===== src/rtl/module_operand_entry_fsm_pkg.sv =====
// Shared types and constants for the keypad operand-entry controller.
package module_operand_entry_fsm_pkg;

   localparam int unsigned KEY_W   = 4;
   localparam int unsigned PHASE_W = 2;
   localparam int unsigned STATE_W = 3;

   typedef enum logic [STATE_W-1:0] {
      WAIT_A = 3'd0,
      CONF_A = 3'd1,
      WAIT_B = 3'd2,
      CONF_B = 3'd3,
      BUSY   = 3'd4
   } state_e;

   localparam logic [PHASE_W-1:0] PH_A    = 2'd0;
   localparam logic [PHASE_W-1:0] PH_B    = 2'd1;
   localparam logic [PHASE_W-1:0] PH_BUSY = 2'd2;

   localparam logic [KEY_W-1:0] ENTER_CODE_DEF = 4'hE;
   localparam logic [KEY_W-1:0] CLEAR_CODE_DEF = 4'hF;
   localparam int unsigned      DIGIT_MAX_DEF  = 9;

   // Status encoding reported for each controller state.
   function automatic logic [PHASE_W-1:0] phase_of(input state_e s);
      logic [PHASE_W-1:0] ph;
      ph = PH_A;
      case (s)
         WAIT_A, CONF_A: ph = PH_A;
         WAIT_B, CONF_B: ph = PH_B;
         BUSY:           ph = PH_BUSY;
         default:        ph = PH_A;
      endcase
      return ph;
   endfunction

endpackage


===== src/rtl/module_operand_entry_fsm_if.sv =====
// Keypad/arith-unit side bus of the operand-entry controller.
interface module_operand_entry_fsm_if;
   import module_operand_entry_fsm_pkg::*;

   logic               key_valid;
   logic [KEY_W-1:0]   key_code;
   logic               op_done;
   logic [KEY_W-1:0]   num;
   logic               load_a;
   logic               load_b;
   logic               start;
   logic               clr;
   logic [PHASE_W-1:0] phase;

   modport master (
      output key_valid, key_code, op_done,
      input  num, load_a, load_b, start, clr, phase
   );

   modport slave (
      input  key_valid, key_code, op_done,
      output num, load_a, load_b, start, clr, phase
   );
endinterface


===== src/rtl/module_operand_entry_fsm_key_pulse.sv =====
// Rising-edge detector on key_valid: one key_press per keypad press.
module module_key_pulse (
   input  logic clk,
   input  logic rst,
   input  logic key_valid,
   output logic key_press
);
   logic key_valid_d;
   logic key_valid_q;

   always_comb begin
      key_valid_d = key_valid;
   end

   always_ff @(posedge clk or posedge rst) begin
      if (rst) key_valid_q <= 1'b0;
      else     key_valid_q <= key_valid_d;
   end

   assign key_press = key_valid & ~key_valid_q;
endmodule


===== src/rtl/module_operand_entry_fsm.sv =====
// Turns keypad presses into operand load strobes and a start pulse.
// Build option OPERAND_HEX_EN: codes 0x0-0xD are accepted as operand digits.
module module_operand_entry_fsm
   import module_operand_entry_fsm_pkg::*;
#(
   parameter logic [KEY_W-1:0] ENTER_CODE = ENTER_CODE_DEF,
   parameter logic [KEY_W-1:0] CLEAR_CODE = CLEAR_CODE_DEF,
   parameter int unsigned      DIGIT_MAX  = DIGIT_MAX_DEF
) (
   input  logic                  clk,
   input  logic                  rst,
   module_operand_entry_fsm_if.slave bus
);

   logic key_press;
   logic is_clear;
   logic is_enter;
   logic is_digit;

   state_e             state_d, state_q;
   logic [KEY_W-1:0]   num_d, num_q;
   logic               load_a_d, load_a_q;
   logic               load_b_d, load_b_q;
   logic               start_d, start_q;
   logic               clr_d, clr_q;
   logic [PHASE_W-1:0] phase_d, phase_q;

   module_key_pulse u_key_pulse (
      .clk       (clk),
      .rst       (rst),
      .key_valid (bus.key_valid),
      .key_press (key_press)
   );

   // Command codes win over the digit class.
   always_comb begin
      is_clear = (bus.key_code == CLEAR_CODE);
      is_enter = !is_clear && (bus.key_code == ENTER_CODE);
`ifdef OPERAND_HEX_EN
      is_digit = !is_clear && !is_enter && (bus.key_code <= 4'hD);
`else
      is_digit = !is_clear && !is_enter && (bus.key_code <= KEY_W'(DIGIT_MAX));
`endif
   end

   always_comb begin
      state_d  = state_q;
      num_d    = num_q;
      load_a_d = 1'b0;
      load_b_d = 1'b0;
      start_d  = 1'b0;
      clr_d    = 1'b0;

      case (state_q)
         WAIT_A, CONF_A: begin
            if (key_press) begin
               if (is_clear) begin
                  clr_d   = 1'b1;
                  state_d = WAIT_A;
               end else if (is_enter) begin
                  if (state_q == CONF_A) state_d = WAIT_B;
               end else if (is_digit) begin
                  num_d    = bus.key_code;
                  load_a_d = 1'b1;
                  state_d  = CONF_A;
               end
            end
         end
         WAIT_B, CONF_B: begin
            if (key_press) begin
               if (is_clear) begin
                  clr_d   = 1'b1;
                  state_d = WAIT_A;
               end else if (is_enter) begin
                  if (state_q == CONF_B) begin
                     start_d = 1'b1;
                     state_d = BUSY;
                  end
               end else if (is_digit) begin
                  num_d    = bus.key_code;
                  load_b_d = 1'b1;
                  state_d  = CONF_B;
               end
            end
         end
         // Presses during an operation are dropped, even on the op_done cycle.
         BUSY: begin
            if (bus.op_done) state_d = WAIT_A;
         end
         default: state_d = WAIT_A;
      endcase

      phase_d = phase_of(state_d);
   end

   always_ff @(posedge clk or posedge rst) begin
      if (rst) begin
         state_q  <= WAIT_A;
         num_q    <= '0;
         load_a_q <= 1'b0;
         load_b_q <= 1'b0;
         start_q  <= 1'b0;
         clr_q    <= 1'b0;
         phase_q  <= PH_A;
      end else begin
         state_q  <= state_d;
         num_q    <= num_d;
         load_a_q <= load_a_d;
         load_b_q <= load_b_d;
         start_q  <= start_d;
         clr_q    <= clr_d;
         phase_q  <= phase_d;
      end
   end

   assign bus.num    = num_q;
   assign bus.load_a = load_a_q;
   assign bus.load_b = load_b_q;
   assign bus.start  = start_q;
   assign bus.clr    = clr_q;
   assign bus.phase  = phase_q;

endmodule

===== src/flat_wrapper.sv =====
// flat-port wrapper written by rule: the top's interface ports become plain ports
module module_operand_entry_fsm_flat import module_operand_entry_fsm_pkg::*;
#(
   parameter logic [KEY_W-1:0] ENTER_CODE = ENTER_CODE_DEF,
   parameter logic [KEY_W-1:0] CLEAR_CODE = CLEAR_CODE_DEF,
   parameter int unsigned      DIGIT_MAX  = DIGIT_MAX_DEF
)
  (clk, rst, bus_key_valid, bus_key_code, bus_op_done, bus_num, bus_load_a, bus_load_b, bus_start, bus_clr, bus_phase);
  module_operand_entry_fsm_if bus_i ();
  input  logic clk;
  input  logic rst;
  input wire logic [$bits(bus_i.key_valid)-1:0] bus_key_valid;
  input wire logic [$bits(bus_i.key_code)-1:0] bus_key_code;
  input wire logic [$bits(bus_i.op_done)-1:0] bus_op_done;
  output wire logic [$bits(bus_i.num)-1:0] bus_num;
  output wire logic [$bits(bus_i.load_a)-1:0] bus_load_a;
  output wire logic [$bits(bus_i.load_b)-1:0] bus_load_b;
  output wire logic [$bits(bus_i.start)-1:0] bus_start;
  output wire logic [$bits(bus_i.clr)-1:0] bus_clr;
  output wire logic [$bits(bus_i.phase)-1:0] bus_phase;
  assign bus_i.key_valid = bus_key_valid;
  assign bus_i.key_code = bus_key_code;
  assign bus_i.op_done = bus_op_done;
  assign bus_num = bus_i.num;
  assign bus_load_a = bus_i.load_a;
  assign bus_load_b = bus_i.load_b;
  assign bus_start = bus_i.start;
  assign bus_clr = bus_i.clr;
  assign bus_phase = bus_i.phase;
  module_operand_entry_fsm #(.ENTER_CODE(ENTER_CODE), .CLEAR_CODE(CLEAR_CODE), .DIGIT_MAX(DIGIT_MAX)) u_core (.clk(clk), .rst(rst), .bus(bus_i));
endmodule

===== config.mk =====
export PLATFORM = sky130hd
export DESIGN_NAME = module_operand_entry_fsm_flat
export DESIGN_NICKNAME = d
export VERILOG_FILES = /design/src/rtl/module_operand_entry_fsm_pkg.sv /design/src/rtl/module_operand_entry_fsm_if.sv /design/src/rtl/module_operand_entry_fsm_key_pulse.sv /design/src/rtl/module_operand_entry_fsm.sv /design/src/flat_wrapper.sv
export SDC_FILE = /design/constraint.sdc
export NUM_CORES = 1
export LEC_CHECK = 0
export ABC_CLOCK_PERIOD_IN_PS = 2700
export BUFFER_PORTS_ARGS = -buffer_cell sky130_fd_sc_hd__buf_4
export CAP_MARGIN = 20
export CORE_MARGIN = 2
export CORE_UTILIZATION = 35
export DETAILED_ROUTE_END_ITERATION = 6
export SLEW_MARGIN = 15
export SYNTH_ARGS = -nofsm -noshare
export SYNTH_HDL_FRONTEND = slang
export SYNTH_SLANG_ARGS = --single-unit

===== constraint.sdc =====
create_clock -name clk -period 2.7 [get_ports clk]
set_clock_uncertainty 0.15 [all_clocks]
set_input_delay 0.405 -clock clk [delete_from_list [all_inputs] [get_ports clk]]
set_output_delay 0.405 -clock clk [all_outputs]
set_load 0.005 [all_outputs]

Word-level counts from Yosys, hierarchy flattened
Index checks and enable logic that the tools add are counted.
{"block": "op_classes", "order_cmp": 1, "eq_ne": 9, "bitwise_logic": 4, "n_reduce_logical": 11, "mux": 27}
{"op": "3-bit two-way mux", "n": 11}
{"op": "1-bit two-way mux", "n": 14}
{"op": "3-bit by 2-bit == test with 1-bit output, second input constant", "n": 4}
{"op": "3-bit one-hot mux with 3 select lines", "n": 1}
{"op": "4-bit == test, second input constant", "n": 2}
{"op": "3-bit == test, second input constant", "n": 2}
{"op": "2-bit OR reduction", "n": 3}
{"op": "5-bit AND reduction", "n": 1}
{"op": "4-bit less-or-equal comparator, second input constant", "n": 1}
{"op": "2-bit one-hot mux with 2 select lines", "n": 1}
{"op": "4-bit OR reduction", "n": 1}
{"op": "3-bit by 1-bit == test with 1-bit output, second input constant", "n": 1}
{"op": "1-bit logical AND", "n": 3}
{"op": "3-bit zero test", "n": 1}
{"op": "1-bit NOT", "n": 3}
{"op": "1-bit zero test", "n": 2}
{"op": "1-bit bitwise AND", "n": 1}
{"block": "word_totals", "word_cells": 60, "output_inout_bits": 10, "reg_bits": 14, "inputBits": 8}

Longest topological paths before layout
{"block": "depth", "ltp_word": 14, "ltp_mapped": 4, "mapped_depth_nobuf": 3}

Modules after synthesis
From an unflattened synthesis, not the netlist that was laid out.
{"block": "unflattened", "cells_unflattened": 55, "hier_area_um2": 609.3}
{"mod": "module_operand_entry_fsm", "n_inst": 1, "seq_area_each_um2": 325.3, "area_each_um2": 566.8, "cells_per_inst": 52}
{"mod": "module_key_pulse", "n_inst": 1, "seq_area_each_um2": 25.0, "area_each_um2": 42.5, "cells_per_inst": 3}

Least setup slack after synthesis
No wires, ideal clock.
{"block": "synth_timing", "path_kind": "input-to-reg", "start": "input bus_key_code[1]", "end": "register u_core.num_q[0] (netlist: u_core.bus.num[0])", "n_path_buf": 0, "setup_ns": 0.125, "t_arrival_ns": 1.303, "setup_slack_ns": 1.121, "cell_stages": 3, "required_time_ns": 2.425, "path_cell_list": "or2_4 a211o_4 mux2_4"}
{"block": "synth_via", "elab_chain_len": 7, "word_cells_on_any_way": 11, "cone_classes": "order compare (1); eq/ne (2); bitwise (2); reduce/logical (6)"}
{"item": "start: declaration", "line_no": "flat_wrapper.sv:13", "rtl": "input wire logic [$bits(bus_i.key_code)-1:0] bus_key_code;"}
{"item": "4-bit == test", "line_no": "module_operand_entry_fsm.sv:37", "rtl": "is_clear = (bus.key_code == CLEAR_CODE);"}
{"item": "1-bit zero test", "line_no": "module_operand_entry_fsm.sv:38, module_operand_entry_fsm.sv:42"}
{"item": "1-bit logical AND", "line_no": "module_operand_entry_fsm.sv:38", "rtl": "is_enter = !is_clear && (bus.key_code == ENTER_CODE);"}
{"item": "1-bit zero test", "line_no": "module_operand_entry_fsm.sv:42", "rtl": "is_digit = !is_clear && !is_enter && (bus.key_code <= KEY_W'(DIGIT_MAX));"}
{"item": "1-bit logical AND (2 in series)", "line_no": "module_operand_entry_fsm.sv:42"}
{"item": "5-bit AND reduction (no line) *"}
{"item": "end signal: assignment", "line_no": "module_operand_entry_fsm.sv:107", "rtl": "num_q <= num_d;"}
{"item": "end: declaration", "line_no": "module_operand_entry_fsm.sv:21", "rtl": "logic [KEY_W-1:0] num_d, num_q;"}
Mark *: on every way between the ends. The rest lies on a longest branch, timed or not.
A chain may end at the register's enable or synchronous reset.

Final worst setup path
{"block": "layout_timing", "start": "register u_core.u_key_pulse.key_valid_q", "end": "register u_core.num_q[0] (netlist: u_core.bus.num[0])"}
{"block": "layout_via", "elab_chain_len": 3}
{"item": "start: declaration", "line_no": "module_operand_entry_fsm_key_pulse.sv:9", "rtl": "logic key_valid_q;"}
{"item": "start signal: assignment", "line_no": "module_operand_entry_fsm_key_pulse.sv:17", "rtl": "else key_valid_q <= key_valid_d;"}
{"item": "1-bit NOT", "line_no": "module_operand_entry_fsm_key_pulse.sv:20", "rtl": "assign key_press = key_valid & ~key_valid_q;"}
{"item": "1-bit bitwise AND", "line_no": "module_operand_entry_fsm_key_pulse.sv:20"}
{"item": "5-bit AND reduction (no line)"}
Every way passes these cells.

==> metrics <==
outcome=finished clean; via count=438; critical path launch point type=flop; Clock transition at path regs=0.08 ns; buffers added on ports=17; Period minus WS final=1.590 ns; WL final=1136 um; area delta synth->final=28.69%; Vert. Die Dim=45.47 um; worst-margin pin slew=0.5396 ns; CP arrival=1.61 ns; global-route wire length before repair=1966 um; initial antenna violation count=0; hold buffer count at cts=0; Routed Antenna Nets=0; Setup Buffers After CTS=0; largest net degree at the start of global routing=15; routability congestion estimate=0.8254; Finished Core Util=49.68%; clock sink count=14; Iter 0 DRT Violations=18; Leakage Power=0.4015 nW; number of gates resized after CTS=0; wire length per cell=13.85 um; setup TNS=0 ns; cell count after synthesis=46; most common cell after layout, fill and taps aside=buf_4; n_diodes=0; Yosys top cell by area=dfrtp_1; fraction of synthesized cell area taken by the top area cell type=58.21%; fin cells=82; largest cells by area after synthesis=dfrtp_1, mux2_4, nand2b_1, a211o_4, a31o_1; mapped cell area=601.8 um2; area of the multi-input gates=225.2 um2; CP max FO=8; drt first pass iters=4; crit end category=flop; yosys warns=0; Ports=18; Hold Violations, Final=0; Via density=5.341; Tightest Hold Check Type=in -> async; Num CTS Buffers=3; dpl cells=78; final setup violating endpoints=0; Core Area=0.001559 mm2; commonest non-fill, non-tap cells in the layout=buf_4, dfrtp_1, inv_1; PD cells=615.9 mW/mm2; Layout Nets=75; unrepaired setup endpoints after global routing=no; storage element area=350.3 um2; DRC Markers=0; Period Utilization, post-route=58.89%; Max Slew Vio Count=0; CP Data Required Time=2.72 ns; vias in the first global route=428; Die Area=0.002067 mm2; TritonCTS clock tree=built; Max VDD drop=322.2 uV; Syn Nets=54; # fillers=150; critical path class=reg -> reg; max_slew headroom=63.99%; flip-flop and latch count after synthesis=14; proportion of layout cells with a drive suffix above 1=40.91%; Initial Util=38.60%; max cap viols=0; H-tree depth=1; clk_lat worst skew=0.28 ns; Clock Path Buffers=2; register area share after synthesis=58.21%; Max Freq=629.0 MHz; total gr overflow=0; Rows=14; dpl hpwl=806.3 um; All-Layer GR Usage=13.81%; post-synthesis average cell area=13.08 um2; Clk Tree Root Cell=clkbuf_4; Unique masters post-synth=20; Die Wd=45.47 um; total power=0.4770 mW
==> metrics by stage <==
step	worst slack [ns]	hold slack (ns)	cell area [um2]
floorplan	1.121	0.1442	601.8
global placement	0.9746	0.3222	738.2
detailed placement	0.9676	0.3333	738.2
CTS	1.119	0.02313	774.5
global route	0.9710	0.07340	774.5
finish	1.110	0.009274	774.5
==> state kept, by name (all words and copies together) (netlist names) <==
signal                          cells
u_core.bus.num                      4
u_core.state_q                      3
u_core.bus.phase                    2
u_core.bus.clr                      1
u_core.bus.load_a                   1
u_core.bus.load_b                   1
u_core.bus.start                    1
u_core.u_key_pulse.key_valid_q      1
==> metal layers <==
layer / up-vias / track usage, % / routed length, um
met2: 17 / 20.00 / 515
met5: - / 0 / 0
met3: 4 / 2.381 / 58
li1: 209 / - / -
met1: 208 / 18.14 / 528
met4: 0 / 10.59 / 34
==> critical path, stage by stage (launching register included) <==
cell and delay [ns]:
dfrtp_1 0.36, nand2b_1 0.27, a211o_4 0.40, mux2_4 0.30
==> final cells by class <==
| cell class | instances | area share, % |
|---|---|---|
| Sequential cell | 14 | 45.23 |
| Multi-Input combinational cell | 27 | 29.08 |
| Timing Repair Buffer | 17 | 16.48 |
| Clock buffer | 4 | 4.685 |
| Tap cell | 16 | 2.585 |
| Inverter | 4 | 1.939 |
==> path summary, 6_finish.rpt <==
| kind | startpoint | end | slack, ns | cells after the start |
|---|---|---|---|---|
| min in group clk | bus_key_valid | u_core.u_key_pulse.key_valid_q | 0.08 | 1 |
| max in group asynchronous | rst | u_core.bus.phase[0] | 2.04 | 2 |
| setup / recovery | u_core.u_key_pulse.key_valid_q | u_core.bus.num[0] | 1.11 | 3 |
| setup reg to reg | u_core.u_key_pulse.key_valid_q | u_core.bus.num[0] | 1.11 | 3 |
| hold / removal | rst | u_core.bus.load_a | 0.009 | 2 |
| hold reg to reg | u_core.bus.num[3] | u_core.bus.num[3] | 0.36 | 1 |
==> logic make-up after synthesis <==
logic type,share of synthesized area (%)
buf+inv,4.365
mux,7.484
compound gates,17.26
flops,58.21
simple gates,12.68
==> Yosys cell counts (all sizes together) <==
cell,instances
o32a,1
nand2,1
or2,1
buf,1
and2,2
nor2,2
mux2,3
a21o,2
a31o,2
a211oi,1
a211o,1
o311a,1
nand2b,3
dfrtp,14
inv,4
o21bai,1
o21ai,2
a221oi,1
nor4,3
==> power by group <==
part,switching [mW],internal (mW)
clock network,0.0690,0.0821
logic,0.0317,0.0501
registers,0.0149,0.229
total,0.116,0.361
(Power assumes the default switching activity.)
